`config.mk`:
```
export PLATFORM = sky130hd
export DESIGN_NAME = debounce_multi_flat
export DESIGN_NICKNAME = d
export VERILOG_FILES = /design/src/rtl/debounce_pkg.sv /design/src/rtl/debounce_multi_if.sv /design/src/rtl/debounce_cell.sv /design/src/rtl/debounce_multi.sv /design/src/flat_wrapper.sv
export SDC_FILE = /design/constraint.sdc
export NUM_CORES = 1
export LEC_CHECK = 0
export CORE_MARGIN = 3
export CORE_UTILIZATION = 55
export DETAILED_ROUTE_END_ITERATION = 10
export PLACE_DENSITY = 0.78
export RECOVER_POWER = 100
export SYNTH_ARGS = -nofsm -noshare
export SYNTH_HDL_FRONTEND = slang
export SYNTH_SLANG_ARGS = --single-unit
```
`constraint.sdc`:
```
create_clock -name clk -period 2.4 [get_ports clk]
set_input_delay 0.48 -clock clk [delete_from_list [all_inputs] [get_ports clk]]
set_output_delay 0.48 -clock clk [all_outputs]
set_load 0.02 [all_outputs]
```
`src/rtl/debounce_pkg.sv`:
```
// Shared constants and helpers for the multi-channel debouncer.
package debounce_pkg;

    localparam int DEF_TICK_DIV   = 5000;
    localparam int DEF_STABLE_CNT = 4;

    // Counter width that never collapses to zero bits.
    function automatic int clog2_min1(input int n);
        return (n <= 2) ? 1 : $clog2(n);
    endfunction

endpackage

```
`src/rtl/debounce_multi_if.sv`:
```
// Button-side bundle of the debouncer: raw inputs, enable, debounced outputs and tick.
interface debounce_multi_if #(parameter int N_CH = 4);

    logic            enable;
    logic [N_CH-1:0] btn_in;
    logic [N_CH-1:0] btn_level;
    logic [N_CH-1:0] btn_rise;
    logic [N_CH-1:0] btn_fall;
    logic            tick;

    modport master (output enable, output btn_in,
                    input btn_level, input btn_rise, input btn_fall, input tick);
    modport slave  (input enable, input btn_in,
                    output btn_level, output btn_rise, output btn_fall, output tick);

endinterface

```
`src/rtl/debounce_cell.sv`:
```
// One channel: 2-flop synchroniser, consecutive-sample counter, level register and edge strobes.
module debounce_cell
    import debounce_pkg::*;
#(
    parameter int   STABLE_CNT = DEF_STABLE_CNT,
    parameter logic RST_LEVEL  = 1'b0
) (
    input  logic clk,
    input  logic rst_a_p,
    input  logic tick,
    input  logic btn_in,
    output logic level,
    output logic rise,
    output logic fall
);

    localparam int CW = clog2_min1(STABLE_CNT);

    logic [1:0]    sync;
    logic          s;
    logic [CW-1:0] cnt;

    assign s = sync[1];

    always_ff @(posedge clk or posedge rst_a_p) begin
        if (rst_a_p) begin
            sync  <= {2{RST_LEVEL}};
            cnt   <= '0;
            level <= RST_LEVEL;
            rise  <= 1'b0;
            fall  <= 1'b0;
        end else begin
            sync <= {sync[0], btn_in};
            rise <= 1'b0;
            fall <= 1'b0;
            if (tick) begin
                // Any sample matching the current level throws away the run.
                if (s == level) begin
                    cnt <= '0;
                end else if (cnt == CW'(STABLE_CNT - 1)) begin
                    level <= s;
                    cnt   <= '0;
                    rise  <= s;
                    fall  <= ~s;
                end else begin
                    cnt <= cnt + 1'b1;
                end
            end
        end
    end

endmodule

```
`src/rtl/debounce_multi.sv`:
```
// Shared sample-tick prescaler feeding N_CH independent debounce cells.
module debounce_multi
    import debounce_pkg::*;
#(
    parameter int   N_CH       = 4,
    parameter int   TICK_DIV   = DEF_TICK_DIV,
    parameter int   STABLE_CNT = DEF_STABLE_CNT,
    parameter logic RST_LEVEL  = 1'b0
) (
    input  logic            clk,
    input  logic            rst_a_p,
    debounce_multi_if.slave bus
);

    localparam int TW = clog2_min1(TICK_DIV);

    logic [TW-1:0]   count;
    logic            tick_q;
    logic [N_CH-1:0] level_w;
    logic [N_CH-1:0] rise_w;
    logic [N_CH-1:0] fall_w;

    // Count holds while disabled so a resume continues mid-period with no extra tick.
    always_ff @(posedge clk or posedge rst_a_p) begin
        if (rst_a_p) begin
            count  <= '0;
            tick_q <= 1'b0;
        end else if (bus.enable) begin
            if (int'(count) >= TICK_DIV - 1) begin
                count  <= '0;
                tick_q <= 1'b1;
            end else begin
                count  <= count + 1'b1;
                tick_q <= 1'b0;
            end
        end else begin
            tick_q <= 1'b0;
        end
    end

    for (genvar gi = 0; gi < N_CH; gi++) begin : g_ch
        debounce_cell #(
            .STABLE_CNT(STABLE_CNT),
            .RST_LEVEL (RST_LEVEL)
        ) u_cell (
            .clk    (clk),
            .rst_a_p(rst_a_p),
            .tick   (tick_q),
            .btn_in (bus.btn_in[gi]),
            .level  (level_w[gi]),
            .rise   (rise_w[gi]),
            .fall   (fall_w[gi])
        );
    end

    assign bus.tick      = tick_q;
    assign bus.btn_level = level_w;
    assign bus.btn_rise  = rise_w;
    assign bus.btn_fall  = fall_w;

endmodule

```
`src/flat_wrapper.sv`:
```
// flat-port wrapper written by rule: the top's interface ports become plain ports
module debounce_multi_flat import debounce_pkg::*;
#(
    parameter int   N_CH       = 4,
    parameter int   TICK_DIV   = DEF_TICK_DIV,
    parameter int   STABLE_CNT = DEF_STABLE_CNT,
    parameter logic RST_LEVEL  = 1'b0
)
  (clk, rst_a_p, bus_enable, bus_btn_in, bus_btn_level, bus_btn_rise, bus_btn_fall, bus_tick);
  debounce_multi_if #(.N_CH(N_CH)) bus_i ();
  input  logic clk;
  input  logic rst_a_p;
  input wire logic [$bits(bus_i.enable)-1:0] bus_enable;
  input wire logic [$bits(bus_i.btn_in)-1:0] bus_btn_in;
  output wire logic [$bits(bus_i.btn_level)-1:0] bus_btn_level;
  output wire logic [$bits(bus_i.btn_rise)-1:0] bus_btn_rise;
  output wire logic [$bits(bus_i.btn_fall)-1:0] bus_btn_fall;
  output wire logic [$bits(bus_i.tick)-1:0] bus_tick;
  assign bus_i.enable = bus_enable;
  assign bus_i.btn_in = bus_btn_in;
  assign bus_btn_level = bus_i.btn_level;
  assign bus_btn_rise = bus_i.btn_rise;
  assign bus_btn_fall = bus_i.btn_fall;
  assign bus_tick = bus_i.tick;
  debounce_multi #(.N_CH(N_CH), .TICK_DIV(TICK_DIV), .STABLE_CNT(STABLE_CNT), .RST_LEVEL(RST_LEVEL)) u_core (.clk(clk), .rst_a_p(rst_a_p), .bus(bus_i));
endmodule
```
==> out/qor.csv, run 1 <==
stage,metric,value,unit
routing,drtAntennaViolNets,0,
floorplanning,core_area,0.003128,mm²
clock_network,cts_max_level,2,
floorplanning,start_util,0.5936,
sta,finalCriticalPeriod,2.082,ns
placed_design,dp_hpwl,2.094,mm
synthesis,ys_seq_area_frac,0.5660,
sta,drv_slew,0,
clock_network,numCtsBuffers,5,
finish,diodes,0,
run_status,outcome,"finished, final reports clean",
synthesis,synth_seq_cells,42,
placed_design,dp.cells,209,
routing,route.vias.total,1152,
setup_path,crit_required,1.92,ns
clock_network,postCtsHoldBufs,0,
finish,layout_commonest_cell,dfrtp_1,
routing,wire_per_inst,13.50,µm
sta,timing.final.crit_share,0.8674,
synthesis,synthCells,159,
routing,drt-initial-drc-count,30,
setup_path,cp_max_fo,18,
clock_network,clk_latency,0.35,ns
routing,dr.pass1.iters,4,
setup_path,cp-start-kind,flop,
clock_network,cts_setup_buffers,0,
placed_design,gp_congestion,0.8332,
sta,setup_tns,0,ns
finish,stdcell_count,217,
power,power.density,647.6,mW/mm²
clock_network,root_buffer,clkbuf_4,
finish,multi_input_area,650.6,µm²
global_routing,grt_pass1_wl,5.050,mm
synthesis,syn_nets,171,
sta,hold_viol,0,
finish,finish.net_count,184,
synthesis,yosys.cell_types.count,29,
clock_network,cts_resized,0,
clock_network,cts_tree,built,
floorplanning,dieArea,0.004109,mm²
sta,worst_pin_slew,0.9992,ns
sta,finClkSkew,0.008862,ns
floorplanning,die_w,64.11,µm
finish,fill_cells,246,
setup_path,arrival,1.60,ns
setup_path,cp-end-kind,primary output,
floorplanning,rows,20,
global_routing,track_usage,0.1610,
sta,setup_viol,0,
finish,drive_above_1_share,0.1040,
clock_network,numClockSinks,42,
global_routing,grt_pass1_vias,1140,
clock_network,clk_pin_slew,0.12,ns
synthesis,netlist_area,0.001857,mm²
job,maxCapViolations,0,
routing,viasPerCell,5.309,
setup_path,crit_type,reg -> out,
floorplanning,die_y,64.11,µm
floorplanning,pin_count,20,
sta,maxSlewHeadroom,0.3338,
sta,rsz0062_at_grt,false,
finish,sequential_cell_area,0.001051,mm²
synthesis,yosysWarnings,0,
finish,area_growth_syn_to_layout,10.98,%
power,p_leak,0.0009581,µW
worst_hold_path,holdCritPathClass,reg -> reg,
clock_network,clock_path_buffers,2,
finish,mostFrequentLayoutCells,"dfrtp_1, dlygate4sd3_1, nor2_1",
power,max-vdd-ir-drop,0.5073,mV
routing,drc_errors,0,
synthesis,syn_avg_cell_area,11.68,µm²
global_routing,grt_max_degree,43,
routing,wirelength,2.930,mm
placed_design,io_buffers,19,
global_routing,antenna_found_initial,0,
sta,max_freq,480.4,MHz
global_routing,grt_overflow,0,
cell families after synthesis:
logic type      synth area share
compound gates           0.05256
xor+xnor                 0.06132
fa+ha+maj                0.03369
buf+inv                  0.07884
flops                     0.5660
mux                      0.05324
simple gates              0.1543
layer usage:
| metal | share of wire | vias up | global-route usage | routed length, µm |
|---|---|---|---|---|
| li1 | - | 554 | - | - |
| met4 | 0.016 | 0 | 0.07916 | 46 |
| met5 | 0 | - | 0 | 0 |
| met3 | 0.042 | 5 | 0.04394 | 123 |
| met2 | 0.55 | 25 | 0.2865 | 1600 |
| met1 | 0.40 | 568 | 0.1750 | 1159 |
through the flow:
| stage | utilization | instance area (µm²) | hold WS [ns] | power (µW) | worst slack, ns |
|---|---|---|---|---|---|
| 2_1_floorplan | - | 1857 | 0.3312 | 939.2 | 0.6570 |
| 3_3_place_gp | 0.6432 | 2012 | 0.3336 | 977.1 | 0.4636 |
| 3_5_place_dp | 0.6432 | 2012 | 0.3347 | 989.8 | 0.4070 |
| 4_1_cts | 0.6624 | 2072 | 0.3631 | 1347 | 0.3607 |
| 5_1_grt | 0.6588 | 2061 | 0.3721 | 1403 | 0.2032 |
| 6_report | 0.6588 | 2061 | 0.3592 | 1334 | 0.3183 |
where the power goes:
group / total, µW / leakage, µW / internal, µW / switching, µW
logic: 140 / 0.000371 / 63.9 / 75.9
clock network: 360 / 0.0000353 / 142 / 218
registers: 834 / 0.000552 / 759 / 75.9
worst paths after layout:
check	from	endpoint	slack, ns	cells past startpoint
max reg2reg	u_core.count[3]	u_core.count[7]	0.41	5
min	u_core.g_ch[3].u_cell.sync[0]	u_core.g_ch[3].u_cell.sync[1]	0.36	0
max in group asynchronous	rst_a_p	u_core.count[9]	0.91	3
min reg2reg	u_core.g_ch[3].u_cell.sync[0]	u_core.g_ch[3].u_cell.sync[1]	0.36	0
max	u_core.bus.tick	bus_tick	0.32	2
min in group asynchronous	rst_a_p	u_core.g_ch[1].u_cell.fall	0.88	3
flip-flops by register name, summed over array words and instances, names as in the netlist:
signal,flops
u_core.g_ch.u_cell.cnt,8
u_core.count,13
u_core.g_ch.u_cell.sync,8
u_core.g_ch.u_cell.fall,4
u_core.g_ch.u_cell.rise,4
u_core.bus.tick,1
u_core.g_ch.u_cell.level,4
critical path, stage by stage (launching register included):
cell           delay [ns]
dfrtp_1              0.34
buf_4                0.21
dlygate4sd3_1        0.70
cell usage after synthesis:
library cell  number  area share
dfrtp_1           42        0.57
nor3b_1            9       0.036
nor4_1             1      0.0034
buf_6              1      0.0061
a21o_1             1      0.0040
a21oi_1            1      0.0027
nor3b_2            1      0.0067
nand4_1            4       0.013
clkbuf_1           3      0.0061
o22ai_1            4       0.013
and3_1             1      0.0034
mux2i_1            2       0.011
a2111oi_4          1       0.015
nor2_1            11       0.022
inv_1              9       0.018
nand3b_1           1      0.0040
nor3_1             8       0.022
nand2_1           10       0.020
a311o_1            1      0.0054
xnor2_1           10       0.047
ha_1               5       0.034
nand2b_1           1      0.0034
o21ai_0            3      0.0081
nand3_1            5       0.013
mux2_2             7       0.042
xor2_1             3       0.014
o211ai_1           1      0.0040
buf_4             12       0.049
or4_4              1      0.0061
layout make-up:
type | instances | share of cell area
tap | 44 | 0.02672
inverter | 9 | 0.01639
clock buffer | 7 | 0.02672
clock inverter | 1 | 0.002429
multi-input combinational | 92 | 0.3157
timing repair buffer | 22 | 0.1020
sequential | 42 | 0.5100
Power figures use the tool's default switching activity.
==> run 2: changes to the inputs <==
--- a/config.mk
+++ b/config.mk
@@ -5,6 +5,7 @@
 export SDC_FILE = /design/constraint.sdc
 export NUM_CORES = 1
 export LEC_CHECK = 0
+export CAP_MARGIN = 20
 export CORE_MARGIN = 3
 export CORE_UTILIZATION = 55
 export DETAILED_ROUTE_END_ITERATION = 10
==> results of run 2 <==
The final DEF is identical to that of run 1; final timing and power are the same.
==> RTL edit 1: new RTL, settings of run 1 <==
Change the package constant `DEF_STABLE_CNT` from 4 to 5.
--- a/src/rtl/debounce_pkg.sv
+++ b/src/rtl/debounce_pkg.sv
@@ -2,7 +2,7 @@
 package debounce_pkg;
 
     localparam int DEF_TICK_DIV   = 5000;
-    localparam int DEF_STABLE_CNT = 4;
+    localparam int DEF_STABLE_CNT = 5;
 
     // Counter width that never collapses to zero bits.
     function automatic int clog2_min1(input int n);
Formal check against the unedited RTL: same outputs for any inputs over 10 cycles, from zero or initial values and one cycle with rst_a_p high; that may be too few to reach the edited logic, so the function may still have changed.
==> RTL edit 1 against run 1 <==
  * Global-route usage grew 1.7 points
  * Die area is 15% higher
  * Worst hold slack got worse by 0.0069 ns
  * Sequential cell count increased by 4
  * Core utilization down 2.0 points
  * Power increased by 19%
  * First-iteration DRC count is 150% higher
  * Non-clock buffer count stayed put
  * Routed wire length grew 24%
  * Cell area is 15% higher
  * Setup slack gained 0.099 ns
  * Combinational power rose by 11%
  * Synthesized area rose by 16%
  * Critical endpoint is now u_core.count[3]
  * Largest cell class unchanged
  * Highest routed layer unchanged
==> RTL edit 1: results (changes against run 1) <==
grt_pass1_vias: 1429  # was 1140
cp_max_fo: 11  # was 18
yosysMostFrequentCell: "dfrtp_1"  # unchanged
routed_wl_um: 3630  # was 2930 um
drt_pass1_iterations: 4  # unchanged
gp_congestion: 0.869  # was 0.833
grt_max_degree: 47  # was 43
grt_first_pass_wirelength_um: 6130  # was 5050 um
tightest_slew_ns: 1.11  # was 0.999 ns
cp_data_arrival_time_ns: 2.21  # was 1.60 ns
clkTransAtPathRegs_ns: 0.08  # was 0.12 ns
h-tree-depth: 2  # unchanged
nFillCells: 303  # was 246
ys_seq_area_share_pct: 53.4  # was 56.6%
drive_gt1_share_pct: 10.8  # was 10.4%
cts-root-buf: "clkbuf_8"  # was clkbuf_4
pre_cts_ws_ns: 0.517  # was 0.407 ns
synth.area.top_cells: "dfrtp_1 (53%), ha_1 (5.2%), buf_4 (4.5%), xor2_1 (3.7%), nand2_1 (2.8%)"  # was dfrtp_1 (57%), buf_4 (4.9%), xnor2_1 (4.7%), mux2_2 (4.2%), nor3b_1 (3.6%)
grt.total_usage_pct: 17.8  # was 16.1%
yosys-top-cells-count: "dfrtp_1 (46), nand2_1 (16), buf_4 (13), inv_1 (11), nand3_1 (10)"  # was dfrtp_1 (42), buf_4 (12), nor2_1 (11), nand2_1 (10), xnor2_1 (10)
synth_edf_count: 0  # unchanged
final_hold_viol_count: 0  # unchanged
dp_hpwl_um: 2530  # was 2090 um
ir_drop_mv: 0.474  # was 0.507 mV
leakage_nw: 1.11  # was 0.958 nW
finClkSkew_ns: 0.00834  # was 0.00886 ns
setup_viol: 0  # unchanged
viasPerCell: 5.63  # was 5.31
syn_nets: 209  # was 171
insertion_delay_ns: 0.30  # was 0.35 ns
reg_top3: "u_core.count: 13 flops, u_core.g_ch.u_cell.cnt: 12 flops, u_core.g_ch.u_cell.sync: 8 flops"  # was u_core.count: 13 flops, u_core.g_ch.u_cell.cnt: 8 flops, u_core.g_ch.u_cell.sync: 8 flops
status: "complete, no violations"  # unchanged
drtIter0Drc: 74  # was 30
final_net_count: 219  # was 184
-- RTL edit 1: through the flow --
step	power, mW	std cells	cell area (um^2)	hold slack, ns
floorplan	1.03	193	2160	0.331
finish	1.59	252	2370	0.352
detailed placement	1.09	244	2300	0.336
CTS	1.65	252	2410	0.356
global placement	1.07	244	2300	0.332
global route	1.67	252	2370	0.370
-- RTL edit 1: report_power, final --
part	internal (mW)	switching, mW
sequential	0.823	0.0597
clock	0.306	0.250
combinational	0.0683	0.0869
total	1.20	0.397
-- RTL edit 1: per-layer routing --
metal / GRT usage (%) / vias up / wire [um] / part of all wire, %
met5: 0 / - / 0 / 0
met1: 17.6 / 711 / 1410 / 39
met3: 4.54 / 5 / 134 / 3.7
li1: - / 669 / - / -
met2: 34.3 / 34 / 2020 / 56
met4: 7.69 / 0 / 63 / 1.7
-- RTL edit 1: cells by family after synthesis --
kind of cell	after synthesis	synth area share, %
fa+ha+maj	9	5.22
mux	5	2.61
compound gates	29	8.76
xor+xnor	14	5.69
buf+inv	30	7.84
simple gates	60	16.5
flops	46	53.4
-- RTL edit 1: final cells by class --
type	count	area share, %
clock buffers	5	2.90
repair buffers	22	8.86
multi-input cells	117	33.8
flip-flops and latches	46	48.5
well taps	48	2.53
inverters	11	1.74
clock inverters	3	1.69
-- RTL edit 1: worst paths after layout --
check / from / end / slack [ns] / depth (start not counted)
setup / recovery: u_core.count[11] / u_core.count[3] / 0.42 / 5
hold / removal: u_core.g_ch[3].u_cell.sync[0] / u_core.g_ch[3].u_cell.sync[1] / 0.35 / 0
setup reg to reg: u_core.count[11] / u_core.count[3] / 0.42 / 5
hold reg to reg: u_core.g_ch[3].u_cell.sync[0] / u_core.g_ch[3].u_cell.sync[1] / 0.35 / 0
max in group asynchronous: rst_a_p / u_core.g_ch[3].u_cell.fall / 0.76 / 3
min in group asynchronous: rst_a_p / u_core.count[11] / 0.97 / 3
-- RTL edit 1: critical path, stage by stage (launching register included) --
cell and delay, ns:
dfrtp_1 0.43, or4_2 0.67, nor3_1 0.37, a211oi_2 0.12, buf_4 0.20, nor2_1 0.12
==> RTL edit 2: new RTL, flow settings as in run 1 <==
Made on the original files. Make the reset (`rst_a_p`) synchronous in 2 clocked blocks.
--- a/src/rtl/debounce_cell.sv
+++ b/src/rtl/debounce_cell.sv
@@ -22,7 +22,7 @@
 
     assign s = sync[1];
 
-    always_ff @(posedge clk or posedge rst_a_p) begin
+    always_ff @(posedge clk) begin
         if (rst_a_p) begin
             sync  <= {2{RST_LEVEL}};
             cnt   <= '0;
--- a/src/rtl/debounce_multi.sv
+++ b/src/rtl/debounce_multi.sv
@@ -21,7 +21,7 @@
     logic [N_CH-1:0] fall_w;
 
     // Count holds while disabled so a resume continues mid-period with no extra tick.
-    always_ff @(posedge clk or posedge rst_a_p) begin
+    always_ff @(posedge clk) begin
         if (rst_a_p) begin
             count  <= '0;
             tick_q <= 1'b0;
Behaviour: no difference found for any inputs over 10 cycles, from zero or initial values and one cycle with rst_a_p high; that may be too few to reach the edited logic, so the function may still have changed.
==> RTL edit 2 against run 1 <==
  * Routed wire length increased by 1.6%
  * Sequential cell count did not move
  * First-iteration DRC count grew 77%
  * Core utilization grew 0.37 points
  * Cell area down 7.5%
  * Synthesized area down 6.6%
  * Clock skew is 0.0067 ns lower
  * Setup slack worse by 0.045 ns
  * Fmax down 2.1%
  * Largest cell class unchanged
Power is not compared: it rests on default switching activity, and its combinational part moved more than twofold at a synthesized area within 25%.
==> RTL edit 2: results (changes against run 1) <==
grt.total_usage_pct: 17.2  # was 16.1%
wl_met1_um: 1400  # was 1160 um
drtIter0Drc: 53  # was 30
synth_ff_type: "dfxtp_1"  # was dfrtp_1
worstHoldPathCells: 1  # was 0
wl_met2_um: 1390  # was 1600 um
pre_cts_ws_ns: 0.372  # was 0.407 ns
dp_cells: 229  # was 209
status: "complete, no violations"  # unchanged
place_area_um2: 1870  # was 2010 um^2
synthArstFlopShare_pct: 0  # was 100%
timing.hold.ws_ns: 0.454  # was 0.359 ns
critical_path.max_stage_delay_ns: 0.73  # was 0.70 ns
tightest_slew_ns: 0.714  # was 0.999 ns
yosys-top-cells-count: "dfxtp_1 (42), nand2_1 (20), nor2_1 (20), buf_4 (12), xnor2_1 (12)"  # was dfrtp_1 (42), buf_4 (12), nor2_1 (11), nand2_1 (10), xnor2_1 (10)
finClkSkew_ns: 0.00219  # was 0.00886 ns
min_to: "u_core.g_ch[3].u_cell.sync[1]"  # unchanged
drive_gt1_share_pct: 5.64  # was 10.4%
synth_compound_area_share_pct: 7.43  # was 5.26%
use_met2_pct: 28.0  # was 28.6%
num_vias: 1252  # was 1152
crit_slowest_cell: "dlygate4sd3_1"  # unchanged
synthXorXnorAreaFrac_pct: 8.08  # was 6.13%
routed_wl_um: 2980  # was 2930 um
synth.area.top_cells: "dfxtp_1 (48%), xnor2_1 (6.1%), buf_4 (5.2%), nand2_1 (4.3%), nor2_1 (4.3%)"  # was dfrtp_1 (57%), buf_4 (4.9%), xnor2_1 (4.7%), mux2_2 (4.2%), nor3b_1 (3.6%)
synth_cell_types: 25  # was 29
grt_first_pass_wirelength_um: 5380  # was 5050 um
final_net_count: 206  # was 184
wl_met3_um: 151  # was 123 um
cts-root-buf: "clkbuf_4"  # unchanged
cp_max_fo: 9  # was 18
ys_seq_area_share_pct: 48.5  # was 56.6%
critPathLaunch: "u_core.bus.tick"  # unchanged
timing.rr.end: "u_core.count[9]"  # was u_core.count[7]
rr_startpoint: "u_core.count[10]"  # was u_core.count[3]
hp-start: "u_core.g_ch[3].u_cell.sync[0]"  # unchanged
synthCells: 184  # was 159
final-instance-count-excl-fill: 237  # was 217
dp_hpwl_um: 2110  # was 2090 um
cp_data_arrival_time_ns: 1.65  # was 1.60 ns
synthAdderAreaFrac_pct: 3.61  # was 3.37%
grt_max_degree: 14  # was 43
grt_pass1_vias: 1209  # was 1140
reg2regPathDepth: 4  # was 5
fmax_mhz: 470  # was 480 MHz
r2r_slack_ns: 0.39  # was 0.41 ns
syn_nets: 196  # was 171
use_met3_pct: 4.86  # was 4.39%
gp_congestion: 0.772  # was 0.833
use_met1_pct: 21.3  # was 17.5%
## RTL edit 2: changes by cell type after synthesis, sizes merged, moves of 6 or more
| cell | delta |
|---|---|
| a21oi | +8 |
| nand2 | +10 |
| inv | -6 |
| dfrtp | -42 |
| mux2 | -7 |
| dfxtp | +42 |
| nor2b | +11 |
| nor2 | +9 |
## RTL edit 2: area by class of cell
type | count | area, um^2
flip-flops and latches | 42 | 841
fillers | 252 | 971
multi-input cells | 121 | 743
clock buffers | 7 | 55.1
inverters | 3 | 11.3
clock inverters | 1 | 5.00
repair buffers | 21 | 198
well taps | 42 | 52.6
## RTL edit 2: power groups by stage
stage / clock network (mW) / logic [mW] / registers [mW]
2_1_floorplan: 0 / 0.0271 / 0.729
3_3_place_gp: 0 / 0.0388 / 0.730
3_5_place_dp: 0 / 0.0405 / 0.730
4_1_cts: 0.367 / 0.0406 / 0.715
5_1_grt: 0.399 / 0.0437 / 0.716
6_report: 0.358 / 0.0381 / 0.715
